[src/rtl/mc_ctrl_pkg.sv]
// Shared types and encodings for the multicycle MIPS controller: state codes,
// opcode/funct values, ALUcontrol codes and the ALUOp selector.
package mc_ctrl_pkg;

   typedef enum logic [3:0] {
      ST_FETCH  = 4'd0,
      ST_DECODE = 4'd1,
      ST_MEMADR = 4'd2,
      ST_MEMRD  = 4'd3,
      ST_MEMWB  = 4'd4,
      ST_MEMWR  = 4'd5,
      ST_EXEC   = 4'd6,
      ST_ALUWB  = 4'd7,
      ST_BRANCH = 4'd8,
      ST_ADDIEX = 4'd9,
      ST_IMMWB  = 4'd10,
      ST_JUMP   = 4'd11,
      ST_LOGIEX = 4'd12,
      ST_FAULT  = 4'd13
   } state_e;

   typedef enum logic [1:0] {
      ALUOP_ADD   = 2'b00,
      ALUOP_SUB   = 2'b01,
      ALUOP_FUNCT = 2'b10,
      ALUOP_LOGI  = 2'b11
   } aluop_e;

   localparam logic [5:0] OP_RTYPE = 6'b000000;
   localparam logic [5:0] OP_J     = 6'b000010;
   localparam logic [5:0] OP_BEQ   = 6'b000100;
   localparam logic [5:0] OP_BNE   = 6'b000101;
   localparam logic [5:0] OP_ADDI  = 6'b001000;
   localparam logic [5:0] OP_ANDI  = 6'b001100;
   localparam logic [5:0] OP_ORI   = 6'b001101;
   localparam logic [5:0] OP_LW    = 6'b100011;
   localparam logic [5:0] OP_SW    = 6'b101011;

   localparam logic [5:0] FN_ADD = 6'b100000;
   localparam logic [5:0] FN_SUB = 6'b100010;
   localparam logic [5:0] FN_AND = 6'b100100;
   localparam logic [5:0] FN_OR  = 6'b100101;
   localparam logic [5:0] FN_SLT = 6'b101010;

   localparam logic [2:0] ALU_AND = 3'b000;
   localparam logic [2:0] ALU_OR  = 3'b001;
   localparam logic [2:0] ALU_ADD = 3'b010;
   localparam logic [2:0] ALU_SUB = 3'b110;
   localparam logic [2:0] ALU_SLT = 3'b111;

   function automatic logic funct_legal(input logic [5:0] fn);
      return (fn == FN_ADD) || (fn == FN_SUB) || (fn == FN_AND) ||
             (fn == FN_OR)  || (fn == FN_SLT);
   endfunction

endpackage

[src/rtl/mc_alu_dec.sv]
// ALU decoder: maps ALUOp plus instruction fields onto the ALUcontrol code.
module mc_alu_dec
   import mc_ctrl_pkg::*;
#(
   parameter int ALUCTRL_W = 3
) (
   input  aluop_e               alu_op,
   input  logic [5:0]           op,
   input  logic [5:0]           funct,
   output logic [ALUCTRL_W-1:0] alu_ctrl
);

   logic [2:0] code;

   always_comb begin
      code = ALU_ADD;
      case (alu_op)
         ALUOP_ADD: code = ALU_ADD;
         ALUOP_SUB: code = ALU_SUB;
         ALUOP_FUNCT: begin
            case (funct)
               FN_ADD:  code = ALU_ADD;
               FN_SUB:  code = ALU_SUB;
               FN_AND:  code = ALU_AND;
               FN_OR:   code = ALU_OR;
               FN_SLT:  code = ALU_SLT;
               default: code = ALU_AND;
            endcase
         end
         ALUOP_LOGI: code = (op == OP_ORI) ? ALU_OR : ALU_AND;
         default:    code = ALU_ADD;
      endcase
   end

   assign alu_ctrl = ALUCTRL_W'(code);

endmodule

[src/rtl/mc_control_v2.sv]
// Multicycle MIPS controller: FSM, memory wait/timeout counter and fault latch.
// Define INSTR_COUNT_EN to build the retired-instruction counter.
//
// state  | meaning
// FETCH  | read instruction, PC+4, wait for mem_ready
// DECODE | branch target precompute, dispatch on op/funct
// MEMADR | effective address for lw/sw
// MEMRD  | data read, wait for mem_ready
// MEMWB  | load writeback
// MEMWR  | data write, wait for mem_ready
// EXEC   | R-type ALU op
// ALUWB  | R-type writeback
// BRANCH | beq/bne compare and conditional PC update
// ADDIEX | addi ALU op
// IMMWB  | immediate writeback
// JUMP   | PC <- jump target
// LOGIEX | andi/ori ALU op (zero-extended immediate)
// FAULT  | sticky error, exits only via reset
module mc_control_v2
   import mc_ctrl_pkg::*;
#(
   parameter int ALUCTRL_W   = 3,
   parameter int MEM_TIMEOUT = 15,
   parameter int CNT_W       = 32
) (
   input  logic                 clk,
   input  logic                 reset,
   input  logic [5:0]           op,
   input  logic [5:0]           funct,
   input  logic                 ZeroFlag,
   input  logic                 mem_ready,
   output logic                 IorD,
   output logic                 MemWrite,
   output logic                 MemRead,
   output logic                 IRWrite,
   output logic                 RegDst,
   output logic                 MemtoReg,
   output logic                 RegWrite,
   output logic                 ALUSrcA,
   output logic                 ExtOp,
   output logic [1:0]           ALUSrcB,
   output logic [1:0]           PCSrc,
   output logic [ALUCTRL_W-1:0] ALUcontrol,
   output logic                 PCEn,
   output logic                 fault,
   output logic [3:0]           state_o,
   output logic [CNT_W-1:0]     retired
);

   localparam int WAIT_W = $clog2(MEM_TIMEOUT + 1);

   state_e              state_q, state_d;
   logic [WAIT_W-1:0]   wait_cnt_q, wait_cnt_d;
   aluop_e              alu_op;
   logic                alu_en, mem_wait;
   logic                mem_write_c, ir_write_c, reg_write_c, pc_en_c;
   logic [ALUCTRL_W-1:0] alu_ctrl_dec;

   mc_alu_dec #(.ALUCTRL_W(ALUCTRL_W)) u_alu_dec (
      .alu_op   (alu_op),
      .op       (op),
      .funct    (funct),
      .alu_ctrl (alu_ctrl_dec)
   );

   always_comb begin
      state_d     = state_q;
      alu_op      = ALUOP_ADD;
      alu_en      = 1'b0;
      mem_wait    = 1'b0;
      IorD        = 1'b0;
      mem_write_c = 1'b0;
      MemRead     = 1'b0;
      ir_write_c  = 1'b0;
      RegDst      = 1'b0;
      MemtoReg    = 1'b0;
      reg_write_c = 1'b0;
      ALUSrcA     = 1'b0;
      ExtOp       = 1'b0;
      ALUSrcB     = 2'b00;
      PCSrc       = 2'b00;
      pc_en_c     = 1'b0;
      fault       = 1'b0;
      case (state_q)
         ST_FETCH: begin
            MemRead = 1'b1;
            ALUSrcB = 2'b01;
            alu_en  = 1'b1;
            if (mem_ready) begin
               ir_write_c = 1'b1;
               pc_en_c    = 1'b1;
               state_d    = ST_DECODE;
            end else begin
               mem_wait = 1'b1;
            end
         end
         ST_DECODE: begin
            ALUSrcB = 2'b11;
            alu_en  = 1'b1;
            case (op)
               OP_LW, OP_SW:   state_d = ST_MEMADR;
               OP_RTYPE:       state_d = funct_legal(funct) ? ST_EXEC : ST_FAULT;
               OP_BEQ, OP_BNE: state_d = ST_BRANCH;
               OP_ADDI:        state_d = ST_ADDIEX;
               OP_ANDI, OP_ORI: state_d = ST_LOGIEX;
               OP_J:           state_d = ST_JUMP;
               default:        state_d = ST_FAULT;
            endcase
         end
         ST_MEMADR: begin
            ALUSrcA = 1'b1;
            ALUSrcB = 2'b10;
            alu_en  = 1'b1;
            if (op == OP_LW)      state_d = ST_MEMRD;
            else if (op == OP_SW) state_d = ST_MEMWR;
            else                  state_d = ST_FAULT;
         end
         ST_MEMRD: begin
            IorD    = 1'b1;
            MemRead = 1'b1;
            if (mem_ready) state_d = ST_MEMWB;
            else           mem_wait = 1'b1;
         end
         ST_MEMWB: begin
            MemtoReg    = 1'b1;
            reg_write_c = 1'b1;
            state_d     = ST_FETCH;
         end
         ST_MEMWR: begin
            IorD        = 1'b1;
            mem_write_c = 1'b1;
            if (mem_ready) state_d = ST_FETCH;
            else           mem_wait = 1'b1;
         end
         ST_EXEC: begin
            ALUSrcA = 1'b1;
            alu_op  = ALUOP_FUNCT;
            alu_en  = 1'b1;
            state_d = ST_ALUWB;
         end
         ST_ALUWB: begin
            RegDst      = 1'b1;
            reg_write_c = 1'b1;
            state_d     = ST_FETCH;
         end
         ST_BRANCH: begin
            ALUSrcA = 1'b1;
            alu_op  = ALUOP_SUB;
            alu_en  = 1'b1;
            PCSrc   = 2'b01;
            pc_en_c = ((op == OP_BEQ) && ZeroFlag) || ((op == OP_BNE) && !ZeroFlag);
            state_d = ST_FETCH;
         end
         ST_ADDIEX: begin
            ALUSrcA = 1'b1;
            ALUSrcB = 2'b10;
            alu_en  = 1'b1;
            state_d = ST_IMMWB;
         end
         ST_LOGIEX: begin
            ALUSrcA = 1'b1;
            ALUSrcB = 2'b10;
            ExtOp   = 1'b1;
            alu_op  = ALUOP_LOGI;
            alu_en  = 1'b1;
            state_d = ST_IMMWB;
         end
         ST_IMMWB: begin
            reg_write_c = 1'b1;
            state_d     = ST_FETCH;
         end
         ST_JUMP: begin
            PCSrc   = 2'b10;
            pc_en_c = 1'b1;
            state_d = ST_FETCH;
         end
         ST_FAULT: begin
            fault = 1'b1;
         end
         default: state_d = ST_FAULT;
      endcase

      // ready in the same cycle as the limit has already taken the exit above
      if (mem_wait && (wait_cnt_q == WAIT_W'(MEM_TIMEOUT))) state_d = ST_FAULT;

      wait_cnt_d = (mem_wait && (state_d == state_q)) ? wait_cnt_q + WAIT_W'(1) : '0;
   end

   always_ff @(posedge clk) begin
      if (!reset) begin
         state_q    <= ST_FETCH;
         wait_cnt_q <= '0;
      end else begin
         state_q    <= state_d;
         wait_cnt_q <= wait_cnt_d;
      end
   end

   assign MemWrite   = mem_write_c & reset;
   assign IRWrite    = ir_write_c  & reset;
   assign RegWrite   = reg_write_c & reset;
   assign PCEn       = pc_en_c     & reset;
   assign ALUcontrol = alu_en ? alu_ctrl_dec : '0;
   assign state_o    = state_q;

`ifdef INSTR_COUNT_EN
   logic [CNT_W-1:0] retired_q, retired_d;
   logic             retire;

   always_comb begin
      retire = 1'b0;
      if (state_d == ST_FETCH) begin
         case (state_q)
            ST_MEMWB, ST_MEMWR, ST_ALUWB, ST_BRANCH, ST_IMMWB, ST_JUMP: retire = 1'b1;
            default: retire = 1'b0;
         endcase
      end
      retired_d = retire ? retired_q + CNT_W'(1) : retired_q;
   end

   always_ff @(posedge clk) begin
      if (!reset) retired_q <= '0;
      else        retired_q <= retired_d;
   end

   assign retired = retired_q;
`else
   assign retired = '0;
`endif

endmodule

[config.mk]
export PLATFORM = sky130hd
export DESIGN_NAME = mc_control_v2
export DESIGN_NICKNAME = d
export VERILOG_FILES = /design/src/rtl/mc_ctrl_pkg.sv /design/src/rtl/mc_alu_dec.sv /design/src/rtl/mc_control_v2.sv
export SDC_FILE = /design/constraint.sdc
export NUM_CORES = 1
export LEC_CHECK = 0
export BUFFER_PORTS_ARGS = -buffer_cell sky130_fd_sc_hd__buf_2
export CORE_MARGIN = 5
export CORE_UTILIZATION = 44
export CTS_CLUSTER_DIAMETER = 120
export CTS_CLUSTER_SIZE = 30
export DETAILED_ROUTE_END_ITERATION = 8
export GPL_TIMING_DRIVEN = 0
export PLACE_DENSITY_LB_ADDON = 0.15
export SETUP_SLACK_MARGIN = 0.15
export SYNTH_ARGS = -nofsm -noshare
export SYNTH_HDL_FRONTEND = slang
export SYNTH_SLANG_ARGS = --single-unit
[constraint.sdc]
create_clock -name clk -period 1.7 [get_ports clk]
set_input_delay 0.34 -clock clk [delete_from_list [all_inputs] [get_ports clk]]
set_output_delay 0.34 -clock clk [all_outputs]
set_load 0.01 [all_outputs]
Yosys cells after proc, flatten, opt, wreduce, memory -nomap -nowiden. Cells that the tools add are included.

$add $sub $neg: 1. Reduce and logical (&&, ||, !) cells: 26. Bitwise logic cells: 4. Equality and inequality tests: 31. Muxes and demuxes: 31.

Operators with widths (count): $eq A6 B6 Y1 const B (7); $pmux W4 S9 (1); $eq A4 B4 Y1 const B (7); $mux W4 (7); $pmux W3 S4 (2); $pmux W4 S6 (1); $eq A6 B4 Y1 const B (3); $eq A4 B3 Y1 const B (4); $mux W1 (15); $eq A6 B3 Y1 const B (2); $pmux W2 S3 (2); $reduce_or A2 Y1 (6); $reduce_or A5 Y1 (2); $reduce_or A3 Y1 (3); $eq A4 B2 Y1 const B (2); $reduce_or A7 Y1 (1); $eq A6 B2 Y1 const B (1); $logic_not A6 Y1 (1); $logic_or A1 B1 Y1 (5); $add A4 B1 Y4 const B (1); $and A1 B1 Y1 (4); $eq A2 B2 Y1 const B (2); $eq A4 B1 Y1 const B (1); $eq A4 B4 Y1 (1); 9 further kinds (12).

Register bits: 8. Bits of input ports: 16. Logic and storage cells: 95.

Depth between registers and ports, before layout.
Word-level depth: 12. Mapped depth: 6. Mapped depth without buffers: 6.

Hierarchy. Synthesis repeated with hierarchy kept, for this count alone.

Cells, all modules: 183. Area, all modules: 1332.5 µm².

By module, submodules not included: mc_control_v2 (seq. area each 160.2 µm², cells an instance 170, area an instance 1217.4 µm², times used 1); mc_alu_dec (seq. area each 0.0 µm², cells an instance 13, area an instance 115.1 µm², times used 1).

Least setup slack after synthesis. Ideal clock, no wire load.

Kind: flip-flop to output port. Start point: reg state_q[3] (netlist: state_o[3]). End point: out PCEn. Slack: -149 ps. Arrival: 1509 ps. Cell stages (with the launch flop): 7. Path through: dfxtp_1 -> buf_2 -> buf_2 -> nand2_1 -> nor3_1 -> a32oi_1 -> nor2_1.

Word-level cells in the longest chain between the ends: 3. Elaborated cells on any way between the ends: 5. Those cells by class: eq/ne: 2; mux: 1; bitwise: 1; reduce/logical: 1.

Ends and longest elaborated chain: from (decl) (line mc_control_v2.sv:52) `state_e state_q, state_d;`; from (signal assigned) (line mc_control_v2.sv:194) `state_q <= state_d;`; $eq A4 B4 Y1 or $logic_not A4 Y1 (tied branches) (line mc_control_v2.sv:84) `case (state_q)`; $pmux W1 S3 * (line mc_control_v2.sv:84); $and A1 B1 Y1 * (line mc_control_v2.sv:202) `assign PCEn = pc_en_c & reset;`; to (decl) (line mc_control_v2.sv:44) `output logic PCEn,`.

Mark *: on every way between the ends. The rest lies on a longest branch, timed or not.

Worst setup path in the final report.
Start point: reg state_q[2] (netlist: state_o[2]). End point: out RegWrite.

Word-level cells in the longest chain between the ends: 4. Elaborated cells on any way between the ends: 6. Those cells by class: eq/ne: 3; mux: 1; bitwise: 1; reduce/logical: 1.

Ends and longest elaborated chain: $eq A4 B4 Y1 or $eq A4 B3 Y1 (tied branches) (line mc_control_v2.sv:84); $reduce_or A3 Y1 (no line) *; $mux W1 * (line mc_control_v2.sv:84); $and A1 B1 Y1 * (line mc_control_v2.sv:201) `assign RegWrite = reg_write_c & reset;`; to (decl) (line mc_control_v2.sv:38) `output logic RegWrite,`.

Marked as above.

==> metrics.txt <==
status=finished with violations; failing checks=setup timing; Hold Startpoint=reset; setup ws final=-0.177 ns; CTS H-tree depth=1; DRC=0; dpl cells=275; leading area contributor after synthesis=buf_4; register area share after synthesis=a little over an eighth; CTS Sinks=8; Die Width=slightly above 60 um; Congestion Overflow GR=0; Setup violations, final=16; crit path time final=between 1.5 and 2 ns; Leakage=between 1 and 1.5 nW; final wirelength=5010 um; Synth area leaders=buf_4, dfxtp_1, nor2_1, nor2b_1, nor3_1; hold crit path type=input pin to register; Crit path arrival time=roughly 1.5 ns; RePlAce Congestion=between 0.8 and 0.9; First-pass DRT Iterations=4; TritonCTS clock tree=done; Filler cells=approximately 180; Total GRT Usage=roughly 21%; clock latency on the worst-skew pair=0.28 ns; layout cell share with drive strength beyond 1=54.0%; Post-Synthesis Cells=178; R2R Setup Slk=-0.14 ns; largest net degree at the start of global routing=11; Reg2Reg Capture Point=wait_cnt_q[3]; EDFF count, synth=0; PwrDens=roughly 1300 nW/um^2; Worst-path clk slew=0.07 ns; cts bufs inserted=3; post-detail-place hpwl=between 2000 and 3000 um; vias in the first global route=roughly 1,500; Vias=~1,700; MaxCap Viol Count=0; syn_area_per_cell=about 6.8 um^2; IO buf count=35; worst vdd ir=between 0.001 and 0.0015 V; initial antenna violation count=0; synth unique cells=47; Starting Density=~45%; Total Die Area=around 3900 um^2; Via density=around 5.4; Max Fclk=533 MHz; initial DRC count=131; Worst EP required=roughly 1.4 ns; Startpoint Class=register; # rows=19; final slew viol count=0; Fin. Hold Viols=0; Clock Tree Buf Depth=2; WHS Path Cells=2; most frequent cells in the layout=buf_4, buf_2, conb_1; YS warnings=0; Cell Area, Synth=around 1200 um^2; hold path endpoint=state_o[3]; nets=about 300; core area=between 2000 and 3000 um^2; commonest non-fill, non-tap cell in the layout=buf_4; non-filler cells, final=roughly 300; die span in y=between 60 and 70 um; Crit Path Max Fanout=8; # diodes=0; Top FF cell, synth=dfxtp_1; Yosys top cell area share=20.0%; P&R area growth vs syn=82.0%; Crit. End Element=output port; Root Buffer=clkbuf_4; Final Skew=0.0124 ns; dpl ws=-0.121 ns; Crit Path Class=register to output port; DR WL/cell=around 16 um; Tcrit/Tclk final=110%; RSZ-0062 raised after global routing=true; io pins=70; global-route wire length before repair=6800 um; Async S/R FF share, synth=0%; r2r worst-path depth=7; Reg2Reg Launch Point=state_o[3]; post-synthesis register bit count=8; Post-DRT Antenna Nets=0
[synth_stat cells, types with 5 or more instances]
library cell,count
a21oi_1,6
buf_2,5
buf_4,32
dfxtp_1,8
nand2_1,10
nand2b_1,6
nand3_1,5
nor2_1,24
nor2b_1,9
nor3_1,10
o21ai_0,7
[worst max path at each step]
stage	startpoint	to	slack, ns	cells after the start
6_report	state_o[2]	RegWrite	-0.18	7
3_3_place_gp	op[1]	PCEn	-0.12	6
4_1_cts	state_o[3]	RegWrite	-0.02	7
5_1_grt	state_o[1]	PCEn	-0.25	7
2_1_floorplan	state_o[1]	PCEn	0.07	6
3_5_place_dp	op[1]	PCEn	-0.12	6
[layout make-up]
class                      instances  area [um^2]  share of cell area [%]
timing repair buffer              64          487                    22.2
buffer                            43          385                    17.6
inverter                           4         15.0                   0.686
multi-input combinational        154         1070                    49.0
tap                               31         38.8                    1.77
clock buffer                       3         22.5                    1.03
sequential                         8          168                    7.66
[per-stage QoR]
step / hold slack [ns] / setup TNS (ns) / power, mW / utilization [%] / instance area [um^2]
final: 0.329 / -1.49 / 2.77 / 81.5 / 2190
after global routing: 0.319 / -2.47 / 2.91 / 81.5 / 2190
after CTS: 0.340 / -0.0746 / 2.32 / 75.5 / 2030
after detailed placement: 0.438 / -0.121 / 1.53 / 59.0 / 1590
after global placement: 0.432 / -0.120 / 1.53 / 59.0 / 1590
after floorplan: 0.418 / 0 / 1.19 / - / 1370
[layer usage]
layer  GRT usage (%)  routed length [um]
met3            5.95                 399
met5               0                   0
met1            23.9                1800
met4            6.63                 357
met2            36.1                2450
[report_power, final]
group	total, mW	switching (mW)	internal, mW	leakage [nW]
Sequential	0.276	0.0379	0.238	0.0671
Clock	0.162	0.0807	0.0817	0.0138
Combinational	2.33	1.13	1.20	0.982
Total	2.77	1.25	1.52	1.06
[critical path: stages (launching register included)]
cell and delay [ns]:
dfxtp_2 0.33, buf_6 0.14, nor2b_4 0.20, nand2_1 0.10
o21ai_1 0.15, a21oi_2 0.09, nor2_1 0.11, buf_2 0.15
[registers in the layout (all words and copies together) (netlist names)]
signal	cells
wait_cnt_q	4
state_o	4
[kinds of logic (layout without fill, tap and decap cells)]
kind of cell    count (synthesis)  after routing  synth area share (%)
compound gates                 38             38                  22.1
xor+xnor                        6              6                  4.37
fa+ha+maj                       1              1                  1.04
buf+inv                        47            114                  25.8
flops                           8              8                  13.3
other cells                     1             32                 0.312
simple gates                   77             77                  33.1
[timing repair]
| action | 4_1_cts | 5_1_grt |
|---|---|---|
| buffers inserted | 23 | 4 |
| hold buffers | 0 | 0 |
| endpoints found under the setup margin | 22 | 25 |
| endpoints found under the hold margin | 0 | 0 |
| cloned | 1 | 1 |
| pin swaps | 11 | 6 |
| resized for setup | 54 | 27 |
No activity file was read; power rests on OpenSTA's default activity.
